==> config.mk <==
export PLATFORM = sky130hd
export DESIGN_NAME = alu_arbiter
export DESIGN_NICKNAME = d
export VERILOG_FILES = /design/src/rtl/alu_arbiter.sv
export SDC_FILE = /design/constraint.sdc
export NUM_CORES = 1
export LEC_CHECK = 0
export CORE_UTILIZATION = 43
export DETAILED_ROUTE_END_ITERATION = 7
export GPL_TIMING_DRIVEN = 0
export PLACE_DENSITY = 0.79
export RECOVER_POWER = 100
export SYNTH_ARGS = -nofsm -noshare
export SYNTH_HDL_FRONTEND = slang
export SYNTH_SLANG_ARGS = --single-unit
==> constraint.sdc <==
create_clock -name clk -period 1.56 [get_ports clk]
set_input_delay 0.312 -clock clk [delete_from_list [all_inputs] [get_ports clk]]
set_output_delay 0.312 -clock clk [all_outputs]
set_load 0.005 [all_outputs]
==> src/rtl/alu_arbiter.sv <==
// ---------------------------------------------------------------------------
// alu_arbiter
//
// Shares one combinational ALU between two requesters. A round-robin arbiter
// accepts one request at a time over a valid/ready handshake, registers the
// operands towards the ALU, holds them for ALU_LAT cycles, then captures the
// ALU outputs into a response register with valid/ready backpressure.
// Operations are serialised: IDLE -> EXEC -> RESP -> IDLE, with no queueing.
//
// Optional build macro: ALU_ARB_STATS_EN adds per-requester grant counters
// (gnt_cnt0/gnt_cnt1). Without it those ports and counters do not exist.
//
// Ports
//   clk, reset                 rising-edge clock, async active-high reset
//   req{0,1}_valid/_ready      request handshake (valid & ready = accept)
//   req{0,1}_opcode/_a/_b      request operation and operands
//   rsp_valid/rsp_ready        response handshake (valid & ready = pop)
//   rsp_id                     requester that owns the response
//   rsp_result/cout/borrow     captured ALU outputs
//   alu_opcode/alu_a/alu_b     registered operands to the ALU
//   alu_result/cout/borrow     combinational ALU outputs
//   gnt_cnt0/gnt_cnt1          grant counters (ALU_ARB_STATS_EN only)
//
// ALU_LAT is legal in 1..15.
// ---------------------------------------------------------------------------
module alu_arbiter #(
    parameter int unsigned WIDTH   = 4,
    parameter int unsigned OPW     = 3,
    parameter int unsigned ALU_LAT = 1,
    parameter int unsigned CNT_W   = 8
) (
    input  logic             clk,
    input  logic             reset,

    input  logic             req0_valid,
    output logic             req0_ready,
    input  logic [OPW-1:0]   req0_opcode,
    input  logic [WIDTH-1:0] req0_a,
    input  logic [WIDTH-1:0] req0_b,

    input  logic             req1_valid,
    output logic             req1_ready,
    input  logic [OPW-1:0]   req1_opcode,
    input  logic [WIDTH-1:0] req1_a,
    input  logic [WIDTH-1:0] req1_b,

    output logic             rsp_valid,
    input  logic             rsp_ready,
    output logic             rsp_id,
    output logic [WIDTH-1:0] rsp_result,
    output logic             rsp_cout,
    output logic             rsp_borrow,

`ifdef ALU_ARB_STATS_EN
    output logic [CNT_W-1:0] gnt_cnt0,
    output logic [CNT_W-1:0] gnt_cnt1,
`endif

    output logic [OPW-1:0]   alu_opcode,
    output logic [WIDTH-1:0] alu_a,
    output logic [WIDTH-1:0] alu_b,
    input  logic [WIDTH-1:0] alu_result,
    input  logic             alu_cout,
    input  logic             alu_borrow
);

    localparam int unsigned           WAIT_W = 4;
    localparam logic [WAIT_W-1:0]     LAT_M1 = WAIT_W'(ALU_LAT - 1);

    typedef enum logic [1:0] {
        StIdle = 2'd0,
        StExec = 2'd1,
        StResp = 2'd2
    } state_t;

    state_t             r_state;
    state_t             w_state_d;

    logic               r_last_grant;
    logic [WAIT_W-1:0]  r_wait;

    logic [OPW-1:0]     r_alu_opcode;
    logic [WIDTH-1:0]   r_alu_a;
    logic [WIDTH-1:0]   r_alu_b;

    logic               r_rsp_valid;
    logic               r_rsp_id;
    logic [WIDTH-1:0]   r_rsp_result;
    logic               r_rsp_cout;
    logic               r_rsp_borrow;

    logic               w_gnt0;
    logic               w_gnt1;
    logic               w_accept;
    logic               w_sel;
    logic               w_capture;
    logic               w_pop;

    // Round-robin grant: on contention the requester that did not win last
    // time gets it. r_last_grant resets to 1 so requester 0 wins first.
    always_comb begin
        w_gnt0     = req0_valid & (~req1_valid | r_last_grant);
        w_gnt1     = req1_valid & (~req0_valid | ~r_last_grant);
        req0_ready = (r_state == StIdle) & w_gnt0;
        req1_ready = (r_state == StIdle) & w_gnt1;
        w_accept   = req0_ready | req1_ready;
        w_sel      = req1_ready;
    end

    // Next-state and control strobes.
    always_comb begin
        w_state_d = r_state;
        w_capture = 1'b0;
        w_pop     = 1'b0;
        unique case (r_state)
            StIdle: begin
                if (w_accept) begin
                    w_state_d = StExec;
                end
            end
            StExec: begin
                if (r_wait == '0) begin
                    w_capture = 1'b1;
                    w_state_d = StResp;
                end
            end
            StResp: begin
                if (rsp_ready) begin
                    w_pop     = 1'b1;
                    w_state_d = StIdle;
                end
            end
            default: begin
                w_state_d = StIdle;
            end
        endcase
    end

    always_ff @(posedge clk or posedge reset) begin
        if (reset) begin
            r_state <= StIdle;
        end else begin
            r_state <= w_state_d;
        end
    end

    // Operand, wait-counter and arbitration history registers. The ALU
    // operands only change on accept, so they hold the last operation in IDLE.
    always_ff @(posedge clk or posedge reset) begin
        if (reset) begin
            r_alu_opcode <= '0;
            r_alu_a      <= '0;
            r_alu_b      <= '0;
            r_rsp_id     <= 1'b0;
            r_last_grant <= 1'b1;
            r_wait       <= '0;
        end else if (w_accept) begin
            r_alu_opcode <= w_sel ? req1_opcode : req0_opcode;
            r_alu_a      <= w_sel ? req1_a      : req0_a;
            r_alu_b      <= w_sel ? req1_b      : req0_b;
            r_rsp_id     <= w_sel;
            r_last_grant <= w_sel;
            r_wait       <= LAT_M1;
        end else if ((r_state == StExec) && (r_wait != '0)) begin
            r_wait <= r_wait - 1'b1;
        end
    end

    // Response register: loaded once per operation, held until popped.
    always_ff @(posedge clk or posedge reset) begin
        if (reset) begin
            r_rsp_valid  <= 1'b0;
            r_rsp_result <= '0;
            r_rsp_cout   <= 1'b0;
            r_rsp_borrow <= 1'b0;
        end else if (w_capture) begin
            r_rsp_valid  <= 1'b1;
            r_rsp_result <= alu_result;
            r_rsp_cout   <= alu_cout;
            r_rsp_borrow <= alu_borrow;
        end else if (w_pop) begin
            r_rsp_valid  <= 1'b0;
        end
    end

`ifdef ALU_ARB_STATS_EN
    logic [CNT_W-1:0] r_gnt_cnt0;
    logic [CNT_W-1:0] r_gnt_cnt1;

    // Free-running grant counters; natural wrap at 2^CNT_W.
    always_ff @(posedge clk or posedge reset) begin
        if (reset) begin
            r_gnt_cnt0 <= '0;
            r_gnt_cnt1 <= '0;
        end else begin
            if (req0_ready) begin
                r_gnt_cnt0 <= r_gnt_cnt0 + CNT_W'(1);
            end
            if (req1_ready) begin
                r_gnt_cnt1 <= r_gnt_cnt1 + CNT_W'(1);
            end
        end
    end

    assign gnt_cnt0 = r_gnt_cnt0;
    assign gnt_cnt1 = r_gnt_cnt1;
`endif

    assign alu_opcode = r_alu_opcode;
    assign alu_a      = r_alu_a;
    assign alu_b      = r_alu_b;

    assign rsp_valid  = r_rsp_valid;
    assign rsp_id     = r_rsp_id;
    assign rsp_result = r_rsp_result;
    assign rsp_cout   = r_rsp_cout;
    assign rsp_borrow = r_rsp_borrow;

endmodule

==> metrics.cfg <==
[logic_synthesis]
netlist_instances=125
yosys.area.top_type=dfrtp_1
synth.area.top_cells=dfrtp_1, o2111ai_1, mux2_4
syn_area_per_cell_um2=11.0
synth_seq_cells=26
yosys_warnings=0
syn_area_um2=1370
synth.top_cell.area_share_pct=45.7
ys_seq_area_share_pct=47.6
syn_nets=160
ys_types=33

[timing]
worstMarginPinSlew_ns=0.977
fmax_ghz=0.597
fin_crit_sh_pct=107
setup_viol=16
slew_violations=0
setup_ws_ns=-0.114
min_period_ns=1.67
fin_worst_skew_ns=0.00349
hold_violations=0
hold_slack_ns=0.519
rsz0062_at_grt=yes
slew_headroom_pct=34.8

[pwr]
leakagePower_nw=1.14
power_density_nw_per_um2=1810
vdd_drop_max_mv=0.763
total_power_mw=4.05

[grt]
antenna_found_initial=0
grt_pass1_vias=1340
grt_max_degree=27
grt_usage_pct=23.4
grt_first_pass_wirelength_um=6130
grt_overflow_total=0

[routing]
drtIter0Drc=64
drc=0
vias_per_cell=5.43
finalWirelength_um=3860
route.vias.total=1326
ant_nets=0
first_pass_iters=4
wl_per_cell_um=15.8

[clocking]
cts.clk_slew.worst_paths_ns=0.14
clk_latency_ns=0.31
clock_sinks=26
cts_tree=yes
clock_tree.root_cell=clkbuf_4
cts_buffer_depth=2
cts_buffers=3
cts_max_level=1

[layout]
multiInputGateArea_um2=699
fin_util_pct=74.1
nNetsFinal=236
diodes=0
synthToLayoutAreaGrowth_pct=64.0
ff_latch_area_um2=654
fillCellCount=222
drive_above_1_share_pct=27.0

[setup_path]
required_ns=1.25
ff2ff_path_depth=6
timing.rr.start=r_state[0]
cp_max_fo=2
arrival_ns=1.36
worstSetupEndpoint=req1_ready
startpoint_type=flip-flop
r2r_slack_ns=-0.05
critPathKind=flip-flop to primary output
worstReg2RegEnd=rsp_result[1]
cp-startpoint=r_state[0]
end_kind=primary output

[floorplanning]
die_h_um=58.4
initial_core_util_pct=45.2
design.core.area_um2=3030
die_area_um2=3410
ioPinCount=54
dieWidth_um=58.4
rows=20

[outcome]
violations=negative setup slack
status=finished, violations left

[placed_design]
gp_congestion=0.748
portBuffers=53
dp_hpwl_um=2500

[job]
cap_violations=0

[hold_path]
hold_path_class=flip-flop to flip-flop
hold-path-cell-count=2

critical path, cell delays in order, from the launching register on:
cell and delay [ns]:
dfrtp_2 0.46, nor3b_4 0.24, buf_6 0.13, and2_4 0.13
buf_6 0.08
registers in the layout, indices dropped and copies added, names as in the netlist:
name	count
alu_a	4
alu_b	4
alu_opcode	3
r_last_grant	1
r_state	2
r_wait	4
rsp_borrow	1
rsp_cout	1
rsp_id	1
rsp_result	4
rsp_valid	1
synthesized netlist by cell type:
library cell,n
ha_1,2
o22a_1,1
nor3_1,1
or2_1,1
nand3_1,3
o21ai_0,8
o21bai_1,1
nor3b_2,1
or3b_4,1
inv_1,6
a311oi_2,1
nor2_1,3
buf_6,1
nand2_4,1
nand2b_1,2
clkbuf_1,4
o22ai_1,1
and3_1,11
dfstp_2,1
buf_2,3
nand2_1,2
o21ai_1,8
clkbuf_2,1
mux2i_1,2
nor3b_4,1
and2b_4,1
nand3b_1,11
o211a_1,1
mux2_4,6
dfrtp_1,25
o2111ai_1,11
and2_1,1
a21oi_1,2
area by class of cell:
class | instances | share of cell area (%)
clock inverters | 1 | 1.34
repair buffers | 72 | 31.3
clock buffers | 3 | 1.00
inverters | 6 | 1.00
flip-flops and latches | 26 | 29.2
plain buffers | 8 | 2.62
well taps | 44 | 2.45
multi-input cells | 84 | 31.2
where the power goes:
group          switching (mW)  internal (mW)  leakage (nW)  total (mW)
registers               0.240           1.01         0.311        1.25
clock network           0.202          0.259        0.0279       0.462
logic                   0.956           1.39         0.796        2.34
metal layers:
layer | track usage, % | wire length, um
met3 | 3.30 | 206
met1 | 28.9 | 1540
met4 | 6.12 | 54
met2 | 42.7 | 2060
met5 | 0 | 0
kinds of logic after synthesis:
| group | count (synthesis) | synth area share (%) |
|---|---|---|
| AO/OA/AOI/OAI | 34 | 17.1 |
| AND/OR/NAND/NOR | 40 | 20.4 |
| adder cells (fa/ha/maj) | 2 | 1.83 |
| multiplexers | 8 | 8.04 |
| buffers and inverters | 15 | 5.03 |
| flip-flops | 26 | 47.6 |
repair_timing:
action / CTS / global route
setup buffers: 10 / 9
setup endpoints to repair: 8 / 35
pin swaps: 2 / 2
gates resized for setup: 26 / 18
hold buffers: 0 / 0
layout by cell type, fill, tap and decap left out, types with 2 or more instances in the layout:
master	count
and3_1	11
nor3b_4	2
nor2_1	2
clkbuf_4	3
buf_2	2
clkdlybuf4s50_1	37
o21ai_0	7
mux2i_1	2
o21ai_1	4
inv_1	5
nand2b_1	2
mux2_4	6
buf_6	4
buf_4	18
dfrtp_2	2
clkbuf_1	3
dfrtp_1	23
o2111ai_1	11
a21oi_1	2
ha_1	2
o21ai_2	5
nand3_1	3
dlymetal6s2s_1	12
nand3b_1	11
per-stage QoR:
stage                     cell area (um^2)  TNS [ns]  setup slack (ns)  instances
final                                 2240    -0.631            -0.114        244
after global routing                  2240     -1.38            -0.184        244
after CTS                             2130    -0.202            -0.125        235
after detailed placement              1950     -2.61            -0.750        222
after global placement                1950     -2.00            -0.707        222
after floorplan                       1370         0             0.171        125
how the worst min path moves through the flow:
| stage | startpoint | to | slack [ns] |
|---|---|---|---|
| 5_1_grt | alu_a[3] | alu_a[3] | 0.55 |
| 6_report | alu_a[3] | alu_a[3] | 0.52 |
| 3_5_place_dp | rsp_valid | rsp_valid | 0.49 |
| 3_3_place_gp | rsp_result[3] | rsp_result[3] | 0.49 |
| 2_1_floorplan | reset | alu_a[0] | 0.35 |
| 4_1_cts | rsp_valid | rsp_valid | 0.52 |
(Power assumes the default switching activity.)
